## src/rtl/voice_pkg.sv

```systemverilog
// -----------------------------------------------------------------------------
// voice_pkg
// Shared definitions for the voice playback path: request FSM state encodings
// and the default sample width / wave size shared with the SDRAM voice FIFO.
// No ports (package).
// -----------------------------------------------------------------------------
package voice_pkg;

  // Sample width; matches the FIFO data width.
  localparam int DEF_DATA_WIDTH = 16;

  // log2 of samples per wave; the FIFO's WAVE_SIZE is 2**DEF_WAVE_POW.
  localparam int DEF_WAVE_POW = 4;

  // One-hot request FSM encoding.
  typedef enum logic [3:0] {
    S_IDLE    = 4'b0001,
    S_REQ     = 4'b0010,
    S_WAIT    = 4'b0100,
    S_BACKOFF = 4'b1000
  } state_t;

endpackage

```

## src/rtl/pingpong_buf.sv

```systemverilog
// -----------------------------------------------------------------------------
// pingpong_buf
// Two-bank sample store, 2 x 2**WAVE_POW words. The MSB of each address selects
// the bank. One write port (FIFO fill side) and one registered read port
// (playout side). The read register only updates on rd_en, so it holds the
// last sample between audio ticks; rd_zero loads silence instead of RAM data.
//
// Ports:
//   i_clk, i_rst_n  clock, asynchronous active-low reset (read register only)
//   wr_en/wr_addr/wr_data  write port
//   rd_en/rd_zero/rd_addr  read request (rd_zero forces a zero sample)
//   rd_data               registered read data
// -----------------------------------------------------------------------------
module pingpong_buf
  import voice_pkg::*;
#(
  parameter int DATA_WIDTH = DEF_DATA_WIDTH,
  parameter int WAVE_POW   = DEF_WAVE_POW
) (
  input  logic                         i_clk,
  input  logic                         i_rst_n,
  input  logic                         wr_en,
  input  logic [WAVE_POW:0]            wr_addr,
  input  logic signed [DATA_WIDTH-1:0] wr_data,
  input  logic                         rd_en,
  input  logic                         rd_zero,
  input  logic [WAVE_POW:0]            rd_addr,
  output logic signed [DATA_WIDTH-1:0] rd_data
);

  localparam int DEPTH = 2 ** (WAVE_POW + 1);

  logic signed [DATA_WIDTH-1:0] mem [DEPTH];

  // Storage carries no reset: bank validity is tracked by the owner.
  always_ff @(posedge i_clk) begin
    if (wr_en) begin
      mem[wr_addr] <= wr_data;
    end
  end

  always_ff @(posedge i_clk or negedge i_rst_n) begin
    if (!i_rst_n) begin
      rd_data <= '0;
    end else if (rd_en) begin
      rd_data <= rd_zero ? '0 : mem[rd_addr];
    end
  end

endmodule

```

## src/rtl/voice_play_sched.sv

```systemverilog
// -----------------------------------------------------------------------------
// voice_play_sched
// Playback-side scheduler for the SDRAM voice FIFO. A request FSM fetches one
// wave (2**WAVE_POW samples) at a time into whichever ping-pong bank is empty;
// an independent playout path emits one sample per audio tick from the bank
// that is full, inserting silence (and counting an underrun) when none is.
// Read failures, short waves and timeouts back off and retry so the DAC side
// never stalls.
//
// Ports:
//   i_clk, i_rst_n      clock, asynchronous active-low reset
//   i_play_en           playback enable (level); low while idle flushes banks
//   i_sample_tick       one pulse per audio sample period
//   o_fifo_rd           one-cycle wave read request
//   i_fifo_rd_data/ef   returned sample and its valid strobe
//   i_fifo_rd_done      wave read complete
//   i_fifo_rd_fail      wave read failed
//   o_sample            registered output sample
//   o_sample_valid      pulse one cycle after each enabled tick
//   o_underrun          pulse with o_sample_valid when silence is inserted
//   o_underrun_cnt      saturating underrun count
//   o_busy              FIFO request outstanding
// -----------------------------------------------------------------------------
module voice_play_sched
  import voice_pkg::*;
#(
  parameter int DATA_WIDTH = DEF_DATA_WIDTH,
  parameter int WAVE_POW   = DEF_WAVE_POW,
  parameter int RD_TIMEOUT = 255,
  parameter int RETRY_GAP  = 16
) (
  input  logic                         i_clk,
  input  logic                         i_rst_n,
  input  logic                         i_play_en,
  input  logic                         i_sample_tick,
  output logic                         o_fifo_rd,
  input  logic signed [DATA_WIDTH-1:0] i_fifo_rd_data,
  input  logic                         i_fifo_rd_ef,
  input  logic                         i_fifo_rd_done,
  input  logic                         i_fifo_rd_fail,
  output logic signed [DATA_WIDTH-1:0] o_sample,
  output logic                         o_sample_valid,
  output logic                         o_underrun,
  output logic [15:0]                  o_underrun_cnt,
  output logic                         o_busy
);

  localparam int WAVE_SIZE = 1 << WAVE_POW;
  localparam int TMO_W     = $clog2(RD_TIMEOUT + 1);
  localparam int GAP_W     = $clog2(RETRY_GAP + 1);

  localparam logic [WAVE_POW:0] FILL_MAX = (WAVE_POW + 1)'(WAVE_SIZE);
  localparam logic [TMO_W-1:0]  TMO_LAST = TMO_W'(RD_TIMEOUT);
  localparam logic [GAP_W-1:0]  GAP_LAST = GAP_W'(RETRY_GAP - 1);

  function automatic logic [15:0] sat_inc16(input logic [15:0] v);
    return (v == 16'hFFFF) ? v : v + 16'd1;
  endfunction

  // Request side state
  state_t              state;
  state_t              state_nxt;
  logic                fill_bank;
  logic [WAVE_POW:0]   fill_idx;
  logic [TMO_W-1:0]    tmo_cnt;
  logic [GAP_W-1:0]    gap_cnt;

  // Shared bank status and playout state
  logic [1:0]          bank_full;
  logic [1:0]          bank_full_nxt;
  logic                play_bank;
  logic [WAVE_POW-1:0] play_idx;
  logic                vld_p1;
  logic                under_p1;
  logic [15:0]         under_cnt;

  logic                beat_ok;
  logic [WAVE_POW:0]   fill_cnt_eff;
  logic                fill_ok;
  logic                fill_bad;
  logic                flush;
  logic                play_hit;
  logic                play_miss;
  logic                play_wrap;

  // Beats beyond a full wave are dropped; fill_idx stops at WAVE_SIZE.
  assign beat_ok      = (state == S_WAIT) && i_fifo_rd_ef && (fill_idx != FILL_MAX);
  assign fill_cnt_eff = fill_idx + {{WAVE_POW{1'b0}}, beat_ok};

  // A done only counts as success when the wave is complete, counting a beat
  // that lands in the same cycle. Everything else that ends the wait is a
  // failure and the partial bank is discarded.
  assign fill_ok  = (state == S_WAIT) && i_fifo_rd_done && !i_fifo_rd_fail &&
                    (fill_cnt_eff == FILL_MAX);
  assign fill_bad = (state == S_WAIT) && !fill_ok &&
                    (i_fifo_rd_fail || i_fifo_rd_done || (tmo_cnt == TMO_LAST));

  // An in-flight SDRAM read cannot be aborted, so flushing waits for S_IDLE.
  assign flush = !i_play_en && (state == S_IDLE);

  assign play_hit  = i_sample_tick && i_play_en &&  bank_full[play_bank];
  assign play_miss = i_sample_tick && i_play_en && !bank_full[play_bank];
  assign play_wrap = play_hit && (play_idx == {WAVE_POW{1'b1}});

  always_comb begin
    state_nxt = state;
    o_fifo_rd = 1'b0;
    o_busy    = 1'b0;
    unique case (state)
      S_IDLE: begin
        if (i_play_en && !bank_full[fill_bank]) state_nxt = S_REQ;
      end
      S_REQ: begin
        o_fifo_rd = 1'b1;
        o_busy    = 1'b1;
        state_nxt = S_WAIT;
      end
      S_WAIT: begin
        o_busy = 1'b1;
        if (fill_ok)       state_nxt = S_IDLE;
        else if (fill_bad) state_nxt = S_BACKOFF;
      end
      S_BACKOFF: begin
        if (gap_cnt == GAP_LAST) state_nxt = S_IDLE;
      end
      default: state_nxt = S_IDLE;
    endcase
  end

  always_ff @(posedge i_clk or negedge i_rst_n) begin
    if (!i_rst_n) begin
      state     <= S_IDLE;
      fill_bank <= 1'b0;
      fill_idx  <= '0;
      tmo_cnt   <= '0;
      gap_cnt   <= '0;
    end else begin
      state   <= state_nxt;
      gap_cnt <= (state == S_BACKOFF) ? gap_cnt + GAP_W'(1) : '0;
      if (flush) begin
        fill_bank <= 1'b0;
        fill_idx  <= '0;
        tmo_cnt   <= '0;
      end else if (state == S_REQ) begin
        fill_idx <= '0;
        tmo_cnt  <= '0;
      end else if (state == S_WAIT) begin
        fill_idx <= (fill_ok || fill_bad) ? '0 : fill_cnt_eff;
        if (tmo_cnt != TMO_LAST) tmo_cnt <= tmo_cnt + TMO_W'(1);
        if (fill_ok) fill_bank <= ~fill_bank;
      end
    end
  end

  // Fill completion and play drain always target different banks, so both
  // updates are applied independently; flush overrides them.
  always_comb begin
    bank_full_nxt = bank_full;
    if (fill_ok)   bank_full_nxt[fill_bank] = 1'b1;
    if (play_wrap) bank_full_nxt[play_bank] = 1'b0;
    if (flush)     bank_full_nxt = '0;
  end

  // ---- stage p0 -> p1: tick accepted, buffer read registered ----
  always_ff @(posedge i_clk or negedge i_rst_n) begin
    if (!i_rst_n) begin
      bank_full <= '0;
      play_bank <= 1'b0;
      play_idx  <= '0;
      vld_p1    <= 1'b0;
      under_p1  <= 1'b0;
      under_cnt <= '0;
    end else begin
      bank_full <= bank_full_nxt;
      vld_p1    <= play_hit || play_miss;
      under_p1  <= play_miss;
      if (play_miss) under_cnt <= sat_inc16(under_cnt);
      if (flush) begin
        play_bank <= 1'b0;
        play_idx  <= '0;
      end else if (play_hit) begin
        play_idx <= play_idx + WAVE_POW'(1);
        if (play_wrap) play_bank <= ~play_bank;
      end
    end
  end

  pingpong_buf #(
    .DATA_WIDTH (DATA_WIDTH),
    .WAVE_POW   (WAVE_POW)
  ) u_buf (
    .i_clk   (i_clk),
    .i_rst_n (i_rst_n),
    .wr_en   (beat_ok),
    .wr_addr ({fill_bank, fill_idx[WAVE_POW-1:0]}),
    .wr_data (i_fifo_rd_data),
    .rd_en   (play_hit || play_miss),
    .rd_zero (play_miss),
    .rd_addr ({play_bank, play_idx}),
    .rd_data (o_sample)
  );

  assign o_sample_valid = vld_p1;
  assign o_underrun     = under_p1;
  assign o_underrun_cnt = under_cnt;

endmodule

```

## config.mk

```make
export PLATFORM = sky130hd
export DESIGN_NAME = voice_play_sched
export DESIGN_NICKNAME = d
export VERILOG_FILES = /design/src/rtl/voice_pkg.sv /design/src/rtl/pingpong_buf.sv /design/src/rtl/voice_play_sched.sv
export SDC_FILE = /design/constraint.sdc
export NUM_CORES = 1
export LEC_CHECK = 0
export CORE_MARGIN = 2
export CORE_UTILIZATION = 41
export CTS_CLUSTER_DIAMETER = 40
export DETAILED_ROUTE_END_ITERATION = 8
export GPL_TIMING_DRIVEN = 0
export PLACE_DENSITY = 0.57
export SLEW_MARGIN = 20
export SYNTH_ARGS = -nofsm -noshare
export SYNTH_HDL_FRONTEND = slang
export SYNTH_SLANG_ARGS = --single-unit
```

## constraint.sdc

```tcl
create_clock -name i_clk -period 3.9 [get_ports i_clk]
set_input_delay 1.17 -clock i_clk [delete_from_list [all_inputs] [get_ports i_clk]]
set_output_delay 1.17 -clock i_clk [all_outputs]
set_load 0.01 [all_outputs]
```

==> results of run 1 <==
==> flip-flops by register name (all words and copies together) (netlist names) <==
| register | flops |
|---|---|
| u_buf.mem | 512 |
| o_underrun_cnt | 16 |
| u_buf.rd_data | 16 |
| tmo_cnt | 8 |
| fill_idx | 5 |
| gap_cnt | 5 |
| play_idx | 4 |
| state | 4 |
| bank_full | 2 |
| fill_bank | 1 |
| o_sample_valid | 1 |
| o_underrun | 1 |
| play_bank | 1 |
==> worst paths after layout <==
path | startpoint | endpoint | slack [ns] | cells after the start
max reg2reg | state[3] | bank_full[0] | 0.46 | 12
max in group asynchronous | i_rst_n | state[0] | 2.86 | 2
min reg2reg | gap_cnt[0] | gap_cnt[0] | 0.46 | 1
max | state[3] | o_busy | 0.40 | 4
min in group i_clk | gap_cnt[0] | gap_cnt[0] | 0.46 | 1
min | i_rst_n | o_underrun_cnt[2] | 0.43 | 1
==> per-layer routing <==
| metal | share of wire (%) | GRT usage, % | up-vias | wire length (um) |
|---|---|---|---|---|
| met5 | 0 | 0 | - | 0 |
| met4 | 2.9 | 6.51 | 0 | 1530 |
| met3 | 5.6 | 3.82 | 73 | 2980 |
| met2 | 45 | 28.0 | 343 | 24100 |
| met1 | 46 | 27.4 | 6176 | 24600 |
| li1 | - | - | 5378 | - |
==> cell families after synthesis <==
logic type,share of synthesized area (%)
AO/OA/AOI/OAI,5.00
XOR/XNOR,1.18
adder cells (fa/ha/maj),0.381
buffers and inverters,1.98
flip-flops,73.9
multiplexers,13.9
AND/OR/NAND/NOR,3.62
==> synthesized netlist by cell type, types with 4 or more instances <==
cell type  instances  area (um^2)
mux4_2            58         1310
a221oi_1          23          201
edfxtp_1         512        15400
nand3b_1           6         45.0
nand2b_1           8         50.1
buf_6             11          124
clkbuf_1          34          128
xor2_1            11         96.3
nor2_1            60          225
nand2_1           38          143
o21ai_1           16         80.1
nand3_1           12         60.1
nand4_1            8         50.1
a221oi_2           9          135
xnor2_1           20          175
mux2_2            67          754
mux4_1             6          158
buf_2             10         50.1
mux2i_1           98          981
nor3_1             9         45.0
ha_1               7         87.6
inv_1             11         41.3
o22ai_1           16          100
o21ai_0            5         25.0
o221ai_1          16          140
a22o_1            19          166
buf_4              4         30.0
dfrtp_1           63         1580
a21oi_1           39          195
==> where the power goes <==
group,internal (mW),switching [mW]
combinational,0.159,0.282
clock,4.79,2.81
sequential,6.78,0.0625
total,11.7,3.16
==> worst max-delay path: cells and delay by family, from the launching register on <==
kind	cells	cell delay [ns]
and+or+nand+nor	2	0.63
buffers and inverters	2	0.74
DFF	1	0.35
==> metrics by stage <==
step,instance area (um^2),hold WS [ns]
detailed placement,24900,0.458
CTS,27800,0.414
floorplan,23000,0.433
global placement,24500,0.446
finish,27800,0.434
global route,27800,0.427
==> layout by cell type, fill, tap and decap left out, drive strengths merged, types with 4 or more instances in the layout <==
| cell | count |
|---|---|
| edfxtp | 512 |
| clkbuf | 137 |
| mux2i | 98 |
| buf | 78 |
| mux2 | 67 |
| mux4 | 64 |
| dfrtp | 63 |
| nor2 | 60 |
| clkdlybuf4s50 | 41 |
| a21oi | 39 |
| nand2 | 38 |
| a221oi | 32 |
| inv | 26 |
| clkinv | 22 |
| o21ai | 21 |
| xnor2 | 20 |
| a22o | 19 |
| o22ai | 16 |
| o221ai | 16 |
| nand3 | 12 |
| xor2 | 11 |
| clkinvlp | 10 |
| nor3 | 10 |
| nand2b | 8 |
| nand4 | 8 |
| bufinv | 8 |
| ha | 7 |
| nand3b | 6 |
| and2 | 4 |
==> layout make-up <==
| cell class | instances | area (um^2) |
|---|---|---|
| plain buffers | 66 | 413 |
| clock buffers | 103 | 2300 |
| clock inverters | 55 | 591 |
| fillers | 4455 | 27400 |
| inverters | 11 | 41.3 |
| multi-input cells | 590 | 5620 |
| flip-flops and latches | 576 | 17000 |
| well taps | 748 | 936 |
| repair buffers | 87 | 908 |
==> tab_implementation.tex, run 1 <==
\begin{tabular}{lr}
\hline
Metric & Value \\
\hline
\multicolumn{2}{l}{\textbf{Outcome}} \\
\quad Result of the run & completed \\
\multicolumn{2}{l}{\textbf{Critical path}} \\
\quad Critical path's slowest cell & clkdlybuf4s50\_1 \\
\quad Critical Path Start Type & flip-flop \\
\quad List of cells traversed by the critical path & clkbuf\_1 -> nor4b\_4 -> or2\_2 -> clkdlybuf4s50\_1 \\
\quad Worst Path Required & $\sim$2.7 ns \\
\quad CP arrival & around 2.3 ns \\
\quad Maximum cell stage delay along the critical path & 0.53 ns \\
\quad Critical Path End Type & output pin \\
\quad Path type of the worst setup path & reg2out \\
\quad Maximum net fanout on the critical path & 9 \\
\multicolumn{2}{l}{\textbf{Global routing}} \\
\quad Number of antenna violations at the first check in global routing & 0 \\
\quad Overflow left after global routing & 0 \\
\quad Number of global-route vias before repair & 12100 \\
\quad Global-route wire length before repair & 78600 um \\
\quad Global routing usage summed across all routing layers & around a fifth \\
\quad Pin count of the biggest net entering global routing & 49 \\
\multicolumn{2}{l}{\textbf{Logic synthesis}} \\
\quad Mean Syn Cell Area & 18.5 um\^{}2 \\
\quad Number of nets in the synthesized netlist & between 1000 and 1500 \\
\quad Sequential share of the synthesized area & 73.9\% \\
\quad Count of different cell masters after synthesis & 58 \\
\quad Post-synthesis sequential element count & $\sim$580 \\
\quad Predominant post-synthesis flop cell & edfxtp\_1 \\
\quad Post-synthesis instance total & approximately 1200 \\
\quad Post-synth EDFFs & 512 \\
\quad Area of the mapped netlist & approximately 23000 um\^{}2 \\
\quad Share of synthesized flip-flops with an asynchronous set or reset & between 10\% and 20\% \\
\quad Yosys Warn Count & 0 \\
\multicolumn{2}{l}{\textbf{Timing}} \\
\quad Minimum period implied by the final worst setup slack & roughly 3.5 ns \\
\quad Setup-violating endpoint count in the final report & 0 \\
\quad Endpoints failing hold & 0 \\
\quad Part of the cycle the worst path needs & 89.7\% \\
\quad Min setup slack post-route & around 0.4 ns \\
\quad Worst slew pin tran & roughly 0.97 ns \\
\quad Max Clock Freq & 286 MHz \\
\quad Summed negative setup slack over all endpoints & 0 ns \\
\quad Max Clock Skew & 0.0196 ns \\
\quad RSZ-0062 raised after global routing & no \\
\quad Final-report max-slew violation count & 0 \\
\quad Relative slew slack & between 30\% and 40\% \\
\multicolumn{2}{l}{\textbf{Clocking}} \\
\quad Clock sinks & $\sim$580 \\
\quad H-tree depth & 3 \\
\quad Cell at the root of the clock tree & clkbuf\_16 \\
\quad \# resized after CTS & 0 \\
\quad TritonCTS clock tree & built \\
\quad Worst skew pair latency & between 0.6 and 0.7 ns \\
\quad Total setup buffers inserted after CTS & 0 \\
\quad Longest Clk Path Bufs & 3 \\
\quad Hold Buf Count CTS & 0 \\
\quad Clock buffer count from CTS & 84 \\
\quad Clock edge transition at the registers on the reported setup and hold paths & roughly 0.06 ns \\
\multicolumn{2}{l}{\textbf{Layout}} \\
\quad Filler-free cell count of the finished design & between 2000 and 2500 \\
\quad Synthesis-to-layout area growth & 21.0\% \\
\quad Total inserted antenna cells & 0 \\
\quad Fraction of final layout cells sized beyond drive strength 1 & 26.5\% \\
\quad Number of nets in the layout & $\sim$1400 \\
\quad Core utilization of the finished layout & between 50\% and 60\% \\
\multicolumn{2}{l}{\textbf{Detailed routing}} \\
\quad Number of nets with antenna violations after routing & 0 \\
\quad Drt wl/cell & around 24 um \\
\quad Detailed Route Iter0 Violations & $\sim$1100 \\
\quad Remaining design rule violation count & 0 \\
\quad TritonRoute pass-1 iters & 5 \\
\quad Total number of vias & between 10000 and 15000 \\
\quad Wire length reported by the detailed router & between 50000 and 60000 um \\
\quad Via density per instance & 5.35 \\
\multicolumn{2}{l}{\textbf{Power}} \\
\quad IR drop worst, VDD & 495 uV \\
\quad Leakage power figure & approximately 8.9 nW \\
\quad Total power & $\sim$15 mW \\
\quad Total power per unit cell area & about 540 nW/um\^{}2 \\
\multicolumn{2}{l}{\textbf{Placement}} \\
\quad Final GP Congestion & around 0.89 \\
\quad Input/output buffers & 58 \\
\quad Worst setup timing slack at the placement stage & -0.0434 ns \\
\quad Inst Count DP & between 2000 and 2500 \\
\quad Post-DP HPWL & approximately 35000 um \\
\multicolumn{2}{l}{\textbf{Floorplan}} \\
\quad Die width & $\sim$240 um \\
\quad Starting density of the core & 41.6\% \\
\quad Row count & 86 \\
\quad Die height & between 200 and 250 um \\
\quad Die area & 57900 um\^{}2 \\
\quad IO Pins & between 50 and 60 \\
\quad Core region area & around 55000 um\^{}2 \\
\multicolumn{2}{l}{\textbf{Run}} \\
\quad \# Max-Cap Violations & 0 \\
\multicolumn{2}{l}{\textbf{Min path}} \\
\quad Path category of the worst min-delay check & in2async \\
\hline
\end{tabular}
(Power assumes the default switching activity.)
==> run 2: changes to the inputs <==
--- a/config.mk
+++ b/config.mk
@@ -10,7 +10,7 @@
 export CTS_CLUSTER_DIAMETER = 40
 export DETAILED_ROUTE_END_ITERATION = 8
 export GPL_TIMING_DRIVEN = 0
-export PLACE_DENSITY = 0.57
+export PLACE_DENSITY = 0.6
 export SLEW_MARGIN = 20
 export SYNTH_ARGS = -nofsm -noshare
 export SYNTH_HDL_FRONTEND = slang
==> tab_implementation.tex, run 2 (same netlist as run 1, synthesis figures left out) <==
\begin{tabular}{lr}
\hline
Metric & Value \\
\hline
\multicolumn{2}{l}{\textbf{Outcome}} \\
\quad Result of the run & completed \\
\multicolumn{2}{l}{\textbf{Detailed routing}} \\
\quad Remaining design rule violation count & 0 \\
\quad Number of nets with antenna violations after routing & 0 \\
\quad Via density per instance & approximately 5.4 \\
\quad Total number of vias & approximately 12000 \\
\quad Wire length reported by the detailed router & around 53000 um \\
\quad Detailed Route Iter0 Violations & roughly 1100 \\
\quad TritonRoute pass-1 iters & 7 \\
\quad Drt wl/cell & about 24 um \\
\multicolumn{2}{l}{\textbf{Clocking}} \\
\quad Hold Buf Count CTS & 0 \\
\quad Total setup buffers inserted after CTS & 0 \\
\quad Cell at the root of the clock tree & clkbuf\_16 \\
\quad Clock edge transition at the registers on the reported setup and hold paths & 0.06 ns \\
\quad H-tree depth & 3 \\
\quad Longest Clk Path Bufs & 3 \\
\quad \# resized after CTS & 0 \\
\quad TritonCTS clock tree & built \\
\quad Worst skew pair latency & approximately 0.62 ns \\
\quad Clock buffer count from CTS & $\sim$80 \\
\quad Clock sinks & 576 \\
\multicolumn{2}{l}{\textbf{Critical path}} \\
\quad CP arrival & approximately 2.4 ns \\
\quad Startpoint of the lowest-slack register-to-register path & state[3] \\
\quad R2R cell count & 12 \\
\quad Maximum net fanout on the critical path & 9 \\
\quad Reg2Reg Capture Point & fill\_bank \\
\quad R2r setup slk & 0.38 ns \\
\quad Critical Path End Type & output pin \\
\quad Path type of the worst setup path & reg2out \\
\quad Worst Path Required & roughly 2.7 ns \\
\quad Critical Path Start Type & flip-flop \\
\multicolumn{2}{l}{\textbf{Placement}} \\
\quad Final GP Congestion & slightly below 0.9 \\
\quad Placed Area & around 25000 um\^{}2 \\
\quad Input/output buffers & 58 \\
\quad Post-DP HPWL & $\sim$34000 um \\
\multicolumn{2}{l}{\textbf{Power}} \\
\quad Switching part of the total & approximately 22\% \\
\quad Reg power frac & 47.2\% \\
\quad Total power per unit cell area & $\sim$530 nW/um\^{}2 \\
\quad IR drop worst, VDD & $\sim$360 uV \\
\quad Reported net switching power & approximately 3.3 mW \\
\quad Combinational share of power & 3.1\% \\
\quad Internal portion of total power & 11.2 mW \\
\quad Total power & around 15 mW \\
\quad Portion of total power attributed to the clock network & between 40\% and 50\% \\
\quad Leakage power figure & approximately 8.8 nW \\
\multicolumn{2}{l}{\textbf{Layout}} \\
\quad Max reg flops & between 500 and 600 \\
\quad Leading cell type in the layout, fill and taps excluded & edfxtp\_1 \\
\quad Synthesis-to-layout area growth & 20.0\% \\
\quad Fraction of final layout cells sized beyond drive strength 1 & a little over a quarter \\
\quad Number of nets in the layout & 1445 \\
\quad Non-Filler Cell Area, Final & approximately 28000 um\^{}2 \\
\quad Leading cell types in the layout, fill and taps excluded & edfxtp\_1, mux2i\_1, clkbuf\_16, mux2\_2, dfrtp\_1 \\
\quad Fill cell total of the finished layout & 4470 \\
\quad Register bank with the most flops & u\_buf.mem \\
\multicolumn{2}{l}{\textbf{Global routing}} \\
\quad Global-route wire length before repair & between 70000 and 80000 um \\
\quad Global routing usage summed across all routing layers & a little under a fifth \\
\quad Overflow left after global routing & 0 \\
\quad Number of global-route vias before repair & $\sim$12000 \\
\quad Number of antenna violations at the first check in global routing & 0 \\
\quad Pin count of the biggest net entering global routing & 51 \\
\multicolumn{2}{l}{\textbf{Floorplan}} \\
\quad Die area & 57900 um\^{}2 \\
\quad Starting density of the core & 41.6\% \\
\quad Die height & 241 um \\
\quad IO Pins & 59 \\
\quad Core region area & 55200 um\^{}2 \\
\quad Row count & 86 \\
\quad Die width & roughly 240 um \\
\multicolumn{2}{l}{\textbf{Timing}} \\
\quad Relative slew slack & 41.3\% \\
\quad RSZ-0062 raised after global routing & no \\
\quad Minimum period implied by the final worst setup slack & between 3 and 4 ns \\
\quad Worst hold slack & $\sim$0.42 ns \\
\quad Max Clock Freq & 282 MHz \\
\quad Setup-violating endpoint count in the final report & 0 \\
\quad Final-report max-slew violation count & 0 \\
\quad Summed negative setup slack over all endpoints & 0 ns \\
\quad Max Clock Skew & around 0.027 ns \\
\quad Part of the cycle the worst path needs & 91.0\% \\
\quad Endpoints failing hold & 0 \\
\quad Worst slew pin tran & 0.879 ns \\
\multicolumn{2}{l}{\textbf{Run}} \\
\quad \# Max-Cap Violations & 0 \\
\multicolumn{2}{l}{\textbf{Min path}} \\
\quad Path category of the worst min-delay check & in2async \\
\hline
\end{tabular}
run 2: cell count changes in the layout (fill, tap and decap cells not counted), sizes merged:
cell,previous run,this run
bufinv,8,4
inv,26,32
clkbuf,137,126
diode,0,1
clkinv,22,27
buf,78,79
run 2: layout make-up:
cell class | instances | area, um^2 | share of cell area [%]
Inverter | 11 | 41.3 | 0.150
Tap cell | 748 | 936 | 3.39
Buffer | 66 | 413 | 1.50
Sequential cell | 576 | 17000 | 61.6
Timing Repair Buffer | 88 | 872 | 3.16
Clock buffer | 92 | 2130 | 7.73
Multi-Input combinational cell | 590 | 5620 | 20.4
Antenna cell | 1 | 2.50 | 0.00908
Clock inverter | 62 | 573 | 2.08
run 2: metal layers:
| metal | up-vias | track usage (%) | part of all wire [%] |
|---|---|---|---|
| li1 | 5374 | - | - |
| met1 | 6265 | 27.6 | 46 |
| met2 | 365 | 28.5 | 46 |
| met3 | 86 | 3.66 | 5.8 |
| met4 | 0 | 5.95 | 2.7 |
| met5 | - | 0 | 0 |
run 2: power groups by stage:
stage | clock network (mW) | registers (mW) | logic (mW)
after floorplan | 0 | 6.97 | 0.168
after global placement | 0 | 6.97 | 0.429
after detailed placement | 0 | 6.96 | 0.447
after CTS | 7.33 | 6.84 | 0.448
after global routing | 7.62 | 6.84 | 0.492
final | 7.22 | 6.84 | 0.445
run 2: critical path, stage by stage (launching register included):
cell             delay, ns
dfrtp_1               0.35
clkbuf_1              0.22
nor3_1                0.47
or2_2                 0.19
clkdlybuf4s50_1       0.53
run 2: worst max-delay path by stage:
| stage | cells past startpoint | slack, ns | endpoint | from |
|---|---|---|---|---|
| floorplan | 10 | 0.89 | bank_full[0] | i_fifo_rd_ef |
| global placement | 1 | -0.73 | tmo_cnt[1] | i_rst_n |
| detailed placement | 11 | -0.07 | bank_full[0] | i_fifo_rd_ef |
| CTS | 4 | 0.32 | o_busy | state[3] |
| global route | 12 | 0.20 | fill_bank | state[3] |
| finish | 4 | 0.35 | o_busy | state[3] |
run 2: metrics by stage:
stage	util [%]	cells	worst slack, ns
finish	49.9	2234	0.352
detailed placement	45.0	2079	-0.0748
floorplan	-	1243	0.891
global route	49.9	2233	0.198
global placement	44.4	2049	-0.728
CTS	49.9	2233	0.318
